--- src/rtl/regfile_bypass_sb_if.sv ---
// Purpose: bundles the decode read ports, writeback port, issue port and
// scoreboard status of regfile_bypass_sb into one interface.
// Signals:
//   RS1_ADDR/RS2_ADDR  read addresses (from decode)
//   RS1_DATA/RS2_DATA  read data (combinational, to decode)
//   RS1_BUSY/RS2_BUSY  operand has an outstanding producer
//   WB_EN/WB_ADDR/WB_DATA  writeback port
//   ISSUE_EN/ISSUE_RD  destination marked pending by issue logic
//   FLUSH              clears every busy bit
//   PENDING_CNT        registered count of busy registers
// Modports: master = pipeline side, slave = register file.
interface regfile_bypass_sb_if #(
  parameter int unsigned XLEN = 32,
  parameter int unsigned AW   = 5
) ();

  logic [AW-1:0]   RS1_ADDR;
  logic [AW-1:0]   RS2_ADDR;
  logic [XLEN-1:0] RS1_DATA;
  logic [XLEN-1:0] RS2_DATA;
  logic            RS1_BUSY;
  logic            RS2_BUSY;
  logic            WB_EN;
  logic [AW-1:0]   WB_ADDR;
  logic [XLEN-1:0] WB_DATA;
  logic            ISSUE_EN;
  logic [AW-1:0]   ISSUE_RD;
  logic            FLUSH;
  logic [AW:0]     PENDING_CNT;

  modport master (
    output RS1_ADDR, RS2_ADDR,
    output WB_EN, WB_ADDR, WB_DATA,
    output ISSUE_EN, ISSUE_RD, FLUSH,
    input  RS1_DATA, RS2_DATA, RS1_BUSY, RS2_BUSY, PENDING_CNT
  );

  modport slave (
    input  RS1_ADDR, RS2_ADDR,
    input  WB_EN, WB_ADDR, WB_DATA,
    input  ISSUE_EN, ISSUE_RD, FLUSH,
    output RS1_DATA, RS2_DATA, RS1_BUSY, RS2_BUSY, PENDING_CNT
  );

endinterface

--- src/rtl/regfile_bypass_sb.sv ---
// Purpose: parametrised ID-stage register file with hardwired x0, optional
// same-cycle writeback-to-read bypass and a per-register busy scoreboard
// with a registered pending counter for hazard detection.
// Ports:
//   CLK    clock, all state updates on the rising edge
//   RESET  synchronous active-high reset
//   bus    regfile_bypass_sb_if.slave (read, writeback, issue, flush, status)
// Parameters:
//   XLEN        register width
//   NREGS       number of architectural registers (2..2**AW)
//   AW          address width
//   RESET_MODE  0: all registers reset to 0; 1: register i resets to i (x0 = 0)
//   BYPASS      1: writeback data and busy-clear are visible to same-cycle reads
module regfile_bypass_sb #(
  parameter int unsigned XLEN       = 32,
  parameter int unsigned NREGS      = 32,
  parameter int unsigned AW         = 5,
  parameter int unsigned RESET_MODE = 1,
  parameter int unsigned BYPASS     = 1
) (
  input  logic                CLK,
  input  logic                RESET,
  regfile_bypass_sb_if.slave  bus
);

  localparam int unsigned CW      = AW + 1;
  localparam logic [AW:0] NREGS_W = CW'(NREGS);

  // Address is architecturally writable/readable: nonzero and in range.
  function automatic logic addr_ok(input logic [AW-1:0] a);
    return (a != '0) && ({1'b0, a} < NREGS_W);
  endfunction

  // Per-register reset value.
  function automatic logic [XLEN-1:0] reset_val(input int unsigned i);
    if ((RESET_MODE == 0) || (i == 0)) begin
      return '0;
    end
    return XLEN'(i);
  endfunction

  logic [XLEN-1:0] regs_q [NREGS];
  logic [XLEN-1:0] regs_d [NREGS];
  logic [NREGS-1:0] busy_q;
  logic [NREGS-1:0] busy_d;
  logic [AW:0]      pending_cnt_q;
  logic [AW:0]      pending_cnt_d;

  logic wb_ok;
  logic issue_ok;

  assign wb_ok    = bus.WB_EN    && addr_ok(bus.WB_ADDR);
  assign issue_ok = bus.ISSUE_EN && addr_ok(bus.ISSUE_RD);

  // Next array contents: writeback is independent of flush.
  always_comb begin
    regs_d = regs_q;
    if (wb_ok) begin
      regs_d[bus.WB_ADDR] = bus.WB_DATA;
    end
  end

  // Next busy vector: flush beats issue, issue (new producer) beats writeback clear.
  always_comb begin
    busy_d = busy_q;
    if (bus.FLUSH) begin
      busy_d = '0;
    end else begin
      if (wb_ok) begin
        busy_d[bus.WB_ADDR] = 1'b0;
      end
      if (issue_ok) begin
        busy_d[bus.ISSUE_RD] = 1'b1;
      end
    end
  end

  // Pending count tracks the population of the next busy vector.
  always_comb begin
    pending_cnt_d = '0;
    for (int i = 0; i < int'(NREGS); i++) begin
      pending_cnt_d = pending_cnt_d + CW'(busy_d[i]);
    end
  end

  // State registers; reset discards all outstanding scoreboard state.
  always_ff @(posedge CLK) begin
    if (RESET) begin
      for (int i = 0; i < int'(NREGS); i++) begin
        regs_q[i] <= reset_val(i);
      end
      busy_q        <= '0;
      pending_cnt_q <= '0;
    end else begin
      regs_q        <= regs_d;
      busy_q        <= busy_d;
      pending_cnt_q <= pending_cnt_d;
    end
  end

  // Read port 1: x0/out-of-range read as idle zero; optional forwarding.
  always_comb begin
    bus.RS1_DATA = '0;
    bus.RS1_BUSY = 1'b0;
    if (addr_ok(bus.RS1_ADDR)) begin
      bus.RS1_DATA = regs_q[bus.RS1_ADDR];
      bus.RS1_BUSY = busy_q[bus.RS1_ADDR];
      if ((BYPASS != 0) && bus.WB_EN && (bus.WB_ADDR == bus.RS1_ADDR)) begin
        bus.RS1_DATA = bus.WB_DATA;
        bus.RS1_BUSY = 1'b0;
      end
    end
  end

  // Read port 2: same rules as port 1.
  always_comb begin
    bus.RS2_DATA = '0;
    bus.RS2_BUSY = 1'b0;
    if (addr_ok(bus.RS2_ADDR)) begin
      bus.RS2_DATA = regs_q[bus.RS2_ADDR];
      bus.RS2_BUSY = busy_q[bus.RS2_ADDR];
      if ((BYPASS != 0) && bus.WB_EN && (bus.WB_ADDR == bus.RS2_ADDR)) begin
        bus.RS2_DATA = bus.WB_DATA;
        bus.RS2_BUSY = 1'b0;
      end
    end
  end

  assign bus.PENDING_CNT = pending_cnt_q;

endmodule
--- src/flat_wrapper.sv ---
// flat-port wrapper written by rule: the top's interface ports become plain ports
module regfile_bypass_sb_flat 
#(
  parameter int unsigned XLEN       = 32,
  parameter int unsigned NREGS      = 32,
  parameter int unsigned AW         = 5,
  parameter int unsigned RESET_MODE = 1,
  parameter int unsigned BYPASS     = 1
)
  (CLK, RESET, bus_RS1_ADDR, bus_RS2_ADDR, bus_WB_EN, bus_WB_ADDR, bus_WB_DATA, bus_ISSUE_EN, bus_ISSUE_RD, bus_FLUSH, bus_RS1_DATA, bus_RS2_DATA, bus_RS1_BUSY, bus_RS2_BUSY, bus_PENDING_CNT);
  regfile_bypass_sb_if #(.XLEN(XLEN), .AW(AW)) bus_i ();
  input  logic CLK;
  input  logic RESET;
  input wire logic [$bits(bus_i.RS1_ADDR)-1:0] bus_RS1_ADDR;
  input wire logic [$bits(bus_i.RS2_ADDR)-1:0] bus_RS2_ADDR;
  input wire logic [$bits(bus_i.WB_EN)-1:0] bus_WB_EN;
  input wire logic [$bits(bus_i.WB_ADDR)-1:0] bus_WB_ADDR;
  input wire logic [$bits(bus_i.WB_DATA)-1:0] bus_WB_DATA;
  input wire logic [$bits(bus_i.ISSUE_EN)-1:0] bus_ISSUE_EN;
  input wire logic [$bits(bus_i.ISSUE_RD)-1:0] bus_ISSUE_RD;
  input wire logic [$bits(bus_i.FLUSH)-1:0] bus_FLUSH;
  output wire logic [$bits(bus_i.RS1_DATA)-1:0] bus_RS1_DATA;
  output wire logic [$bits(bus_i.RS2_DATA)-1:0] bus_RS2_DATA;
  output wire logic [$bits(bus_i.RS1_BUSY)-1:0] bus_RS1_BUSY;
  output wire logic [$bits(bus_i.RS2_BUSY)-1:0] bus_RS2_BUSY;
  output wire logic [$bits(bus_i.PENDING_CNT)-1:0] bus_PENDING_CNT;
  assign bus_i.RS1_ADDR = bus_RS1_ADDR;
  assign bus_i.RS2_ADDR = bus_RS2_ADDR;
  assign bus_i.WB_EN = bus_WB_EN;
  assign bus_i.WB_ADDR = bus_WB_ADDR;
  assign bus_i.WB_DATA = bus_WB_DATA;
  assign bus_i.ISSUE_EN = bus_ISSUE_EN;
  assign bus_i.ISSUE_RD = bus_ISSUE_RD;
  assign bus_i.FLUSH = bus_FLUSH;
  assign bus_RS1_DATA = bus_i.RS1_DATA;
  assign bus_RS2_DATA = bus_i.RS2_DATA;
  assign bus_RS1_BUSY = bus_i.RS1_BUSY;
  assign bus_RS2_BUSY = bus_i.RS2_BUSY;
  assign bus_PENDING_CNT = bus_i.PENDING_CNT;
  regfile_bypass_sb #(.XLEN(XLEN), .NREGS(NREGS), .AW(AW), .RESET_MODE(RESET_MODE), .BYPASS(BYPASS)) u_core (.CLK(CLK), .RESET(RESET), .bus(bus_i));
endmodule
--- config.mk ---
export PLATFORM = sky130hd
export DESIGN_NAME = regfile_bypass_sb_flat
export DESIGN_NICKNAME = d
export VERILOG_FILES = /design/src/rtl/regfile_bypass_sb_if.sv /design/src/rtl/regfile_bypass_sb.sv /design/src/flat_wrapper.sv
export SDC_FILE = /design/constraint.sdc
export NUM_CORES = 2
export LEC_CHECK = 0
export CORE_ASPECT_RATIO = 0.7
export CORE_MARGIN = 1
export CORE_UTILIZATION = 40
export CTS_BUF_LIST = sky130_fd_sc_hd__clkbuf_8
export DETAILED_ROUTE_END_ITERATION = 12
export HOLD_SLACK_MARGIN = 0.02
export SETUP_SLACK_MARGIN = 0.15
export SLEW_MARGIN = 10
export SYNTH_ARGS = -nofsm -noshare
export SYNTH_HDL_FRONTEND = slang
export SYNTH_SLANG_ARGS = --single-unit
--- constraint.sdc ---
create_clock -name CLK -period 8.4 [get_ports CLK]
set_clock_uncertainty 0.05 [all_clocks]
set_input_delay 1.68 -clock CLK [delete_from_list [all_inputs] [get_ports CLK]]
set_output_delay 1.68 -clock CLK [all_outputs]
set_load 0.05 [all_outputs]
==> impl_metrics.env <==
export IMPL_status="finished, violations left"
export IMPL_violations="max-capacitance violations, max-slew violations"
export IMPL_vdd_drop_max_mv=0.140
export IMPL_grt_ovfl_total=0
export IMPL_portBuffers=128
export IMPL_dp_hpwl_um=145000
export IMPL_fp_dieW_um=449
export IMPL_cts_sinks=1062
export IMPL_die_h_um=315
export IMPL_design_area_um2=61700
export IMPL_pwr_share_comb=0.124
export IMPL_finalWeightedCongestion=0.936
export IMPL_ios=129
export IMPL_powerDensity_nw_per_um2=178
export IMPL_synthesis_area_um2=56000
export IMPL_synthCells=6423
export IMPL_hold_path_depth=2
export IMPL_setup_violations=0
export IMPL_critical_path_max_fanout=13
export IMPL_cts_reportedPaths_clkPinSlew_ns=0.06
export IMPL_holdBufCountCts=0
export IMPL_cp_start_kind="primary input"
export IMPL_p_sw_frac=0.296
export IMPL_synth_area_leader_cell="dfxtp_1"
export IMPL_initial_utilization=0.404
export IMPL_rrSetupSlack_ns=2.92
export IMPL_grt_pass1_wl_um=358000
export IMPL_clock_latency_ns=0.91
export IMPL_yosys_warnings=0
export IMPL_yosysSeqAreaShare=0.380
export IMPL_fillers=13400
export IMPL_dieArea_um2=141000
export IMPL_post_cts_buffers=0
export IMPL_synthToLayoutAreaGrowth_pct=10.3
export IMPL_first_global_vias=49100
export IMPL_grt_max_degree=190
export IMPL_r2r_end="u_core.bus.PENDING_CNT[4]$_SDFF_PP0_"
export IMPL_drt_initial_drc_count=10600
export IMPL_regArea_um2=21300
export IMPL_final_hold_violation_count=0
export IMPL_seq_power_share=0.465
export IMPL_antenna_left=0
export IMPL_synth_top_cell_area_share=0.380
export IMPL_drv_slew=1
export IMPL_post_drt_wl_per_cell_um=31.1
export IMPL_stdcell_count=8228
export IMPL_rows=114
export IMPL_final_min_clock_period_ns=7.65
export IMPL_synth_ff_type="dfxtp_1"
export IMPL_hold_start="u_core.regs_q[916]$_SDFFE_PP0P_"
export IMPL_rr_worst_depth=19
export IMPL_path_buf_inv=3
export IMPL_drc_errors=0
export IMPL_htreeDepth=4
export IMPL_dr_pass1_iters=8
export IMPL_clockRootBuffer="clkbuf_8"
export IMPL_antenna_found_initial=11
export IMPL_final_period_utilization=0.911
export IMPL_synth_seq_cells=1062
export IMPL_nNetsFinal=6334
export IMPL_hp_class="reg2reg"
export IMPL_clock_path_buffers=3
export IMPL_worst_pin_slew_ns=1.50
export IMPL_cp_slowest_stage_delay_ns=0.96
export IMPL_core_um2=139000
export IMPL_cp_required_ns=6.67
export IMPL_crit_chain="clkdlybuf4s50_1, xnor2_1, nand4_1, nor3_4, buf_4, nor3_1, nor3_1, clkdlybuf4s50_1"
export IMPL_path_class="in2out"
export IMPL_dpl_instance_area_um2=58500
export IMPL_final_layout_size_suffix_gt1_frac=0.160
export IMPL_cts_made_buffers=167
export IMPL_critical_path_arrival_ns=5.92
export IMPL_power_frac_clock=0.411
export IMPL_async_flop_share=0
export IMPL_p_leak_nw=21.1
export IMPL_rr_startpoint="u_core.busy_q[1]$_SDFF_PP0_"
export IMPL_slowest_stage="clkdlybuf4s50_1"
export IMPL_totalWireLength_um=256000
export IMPL_synth_edf_count=0
export IMPL_total_power_mw=11.0
export IMPL_worstSetupStartpoint="bus_WB_ADDR[2]"
export IMPL_cts_tree="done"
export IMPL_p_int_mw=7.73
export IMPL_cts_resized=0
export IMPL_finalSetupTns_ns=0
export IMPL_track_usage=0.350
export IMPL_postSynthAreaPerCell_um2=8.72
export IMPL_path_delay_family="buffers and inverters"
export IMPL_avgViaCountPerCell=6.50
export IMPL_holdPathEnd="u_core.regs_q[916]$_SDFFE_PP0P_"
export IMPL_ys_top_cells_by_area="dfxtp_1, mux4_2, nand2_1, a21oi_1, mux2i_1"
export IMPL_max_freq_mhz=131
export IMPL_dp_cells=7932
export IMPL_p_switching_mw=3.26
export IMPL_num_vias=53500
export IMPL_multi_input_area_um2=31700
export IMPL_rsz0062_at_grt="false"
export IMPL_max_slew_margin_rel=-0.00687
export IMPL_yosysUniqueCellTypes=70
export IMPL_drv_cap=1
export IMPL_worst_setup_path_end_kind="output pin"
export IMPL_syn_nets=6512
-- through the flow --
stage / worst slack, ns / hold slack, ns / utilization
floorplan: 1.12 / 0.391 / -
CTS: 0.890 / 0.416 / 0.446
global route: 0.744 / 0.433 / 0.446
global placement: 0.380 / 0.399 / 0.422
detailed placement: 0.412 / 0.407 / 0.422
finish: 0.751 / 0.414 / 0.446
-- cell families after synthesis --
logic type,synth area share
AOI/OAI and AO/OA,0.143
xor gates and xnor gates,0.00217
adders and majority gates,0.0104
buffers and inverters,0.0611
DFF,0.380
muxes,0.220
and+or+nand+nor,0.183
-- layout by cell type, fill, tap and decap left out, drive strengths merged, types with 11 or more instances in the layout --
master,Yosys,routed
nand3,21,21
nand2,2074,2074
o21ai,84,84
clkdlybuf4s50,0,78
a221o,22,22
inv,36,94
a21oi,967,967
fa,24,24
clkinv,0,16
mux2,14,14
clkbuf,457,212
buf,220,251
nand2b,19,19
mux2i,286,286
a211oi,41,41
dfxtp,1062,1062
a221oi,79,79
nand3b,87,87
nor2b,61,61
or2,21,21
o22ai,56,56
a22o,14,14
a22oi,69,69
nor3,52,52
a211o,11,11
nor2,107,107
nor3b,14,14
mux4,413,413
-- worst max path at each step --
stage / to / slack, ns / cells after the start
2_1_floorplan: u_core.bus.PENDING_CNT[4]$_SDFF_PP0_ / 1.12 / 24
5_1_grt: bus_RS2_DATA[20] / 0.74 / 8
6_report: bus_RS2_DATA[20] / 0.75 / 8
4_1_cts: bus_RS2_DATA[22] / 0.89 / 8
3_5_place_dp: u_core.bus.PENDING_CNT[4]$_SDFF_PP0_ / 0.41 / 24
3_3_place_gp: u_core.bus.PENDING_CNT[4]$_SDFF_PP0_ / 0.38 / 23
-- cell usage after synthesis, types with 9 or more instances --
| master | n |
|---|---|
| or2_2 | 20 |
| a211o_1 | 11 |
| nand3_1 | 21 |
| inv_1 | 33 |
| mux4_2 | 409 |
| clkbuf_1 | 446 |
| nand3b_1 | 87 |
| nor2_1 | 103 |
| nand2b_1 | 19 |
| o21ai_0 | 60 |
| o22ai_1 | 56 |
| a221o_1 | 22 |
| nor3b_1 | 13 |
| a211oi_1 | 41 |
| buf_1 | 9 |
| fa_1 | 24 |
| buf_2 | 126 |
| nor3_1 | 51 |
| a22o_1 | 14 |
| buf_6 | 41 |
| nand2_1 | 2074 |
| dfxtp_1 | 1062 |
| mux2_2 | 14 |
| nor2b_1 | 61 |
| buf_4 | 33 |
| a221oi_1 | 75 |
| a21oi_1 | 967 |
| clkbuf_2 | 11 |
| o21ai_1 | 24 |
| mux2i_1 | 286 |
| a22oi_1 | 69 |
-- state kept, by name, summed over array words and instances (netlist names) --
register	count
u_core.regs_q	1024
u_core.busy_q	32
u_core.bus.PENDING_CNT	6
-- tightest hold or removal path: stages, from the launching register on --
cell,delay (ns)
dfxtp_1,0.31
nand2_1,0.05
a21oi_1,0.05
-- power by group through the flow --
stage	sequential [mW]	clock, mW	combinational [mW]
after floorplan	5.21	0	0.824
after global placement	5.21	0	1.31
after detailed placement	5.22	0	1.31
after CTS	5.10	4.50	1.31
after global routing	5.11	4.74	1.39
final	5.10	4.52	1.37
-- metal layers --
layer	vias up	GRT usage	wire length, µm
li1	22100	-	-
met1	26000	0.485	99000
met2	4657	0.462	99800
met3	770	0.152	44900
met4	8	0.157	11800
met5	-	0.00731	201
-- area by class of cell --
cell class                      instances  share of cell area
Inverter                               36             0.00219
Clock inverter                         77             0.00580
Clock buffer                          211              0.0470
Antenna cell                            8            0.000324
Tap cell                             1856              0.0376
Sequential cell                      1062               0.344
Multi-Input combinational cell       4648               0.513
Timing Repair Buffer                  330              0.0500
(Power assumes the default switching activity.)
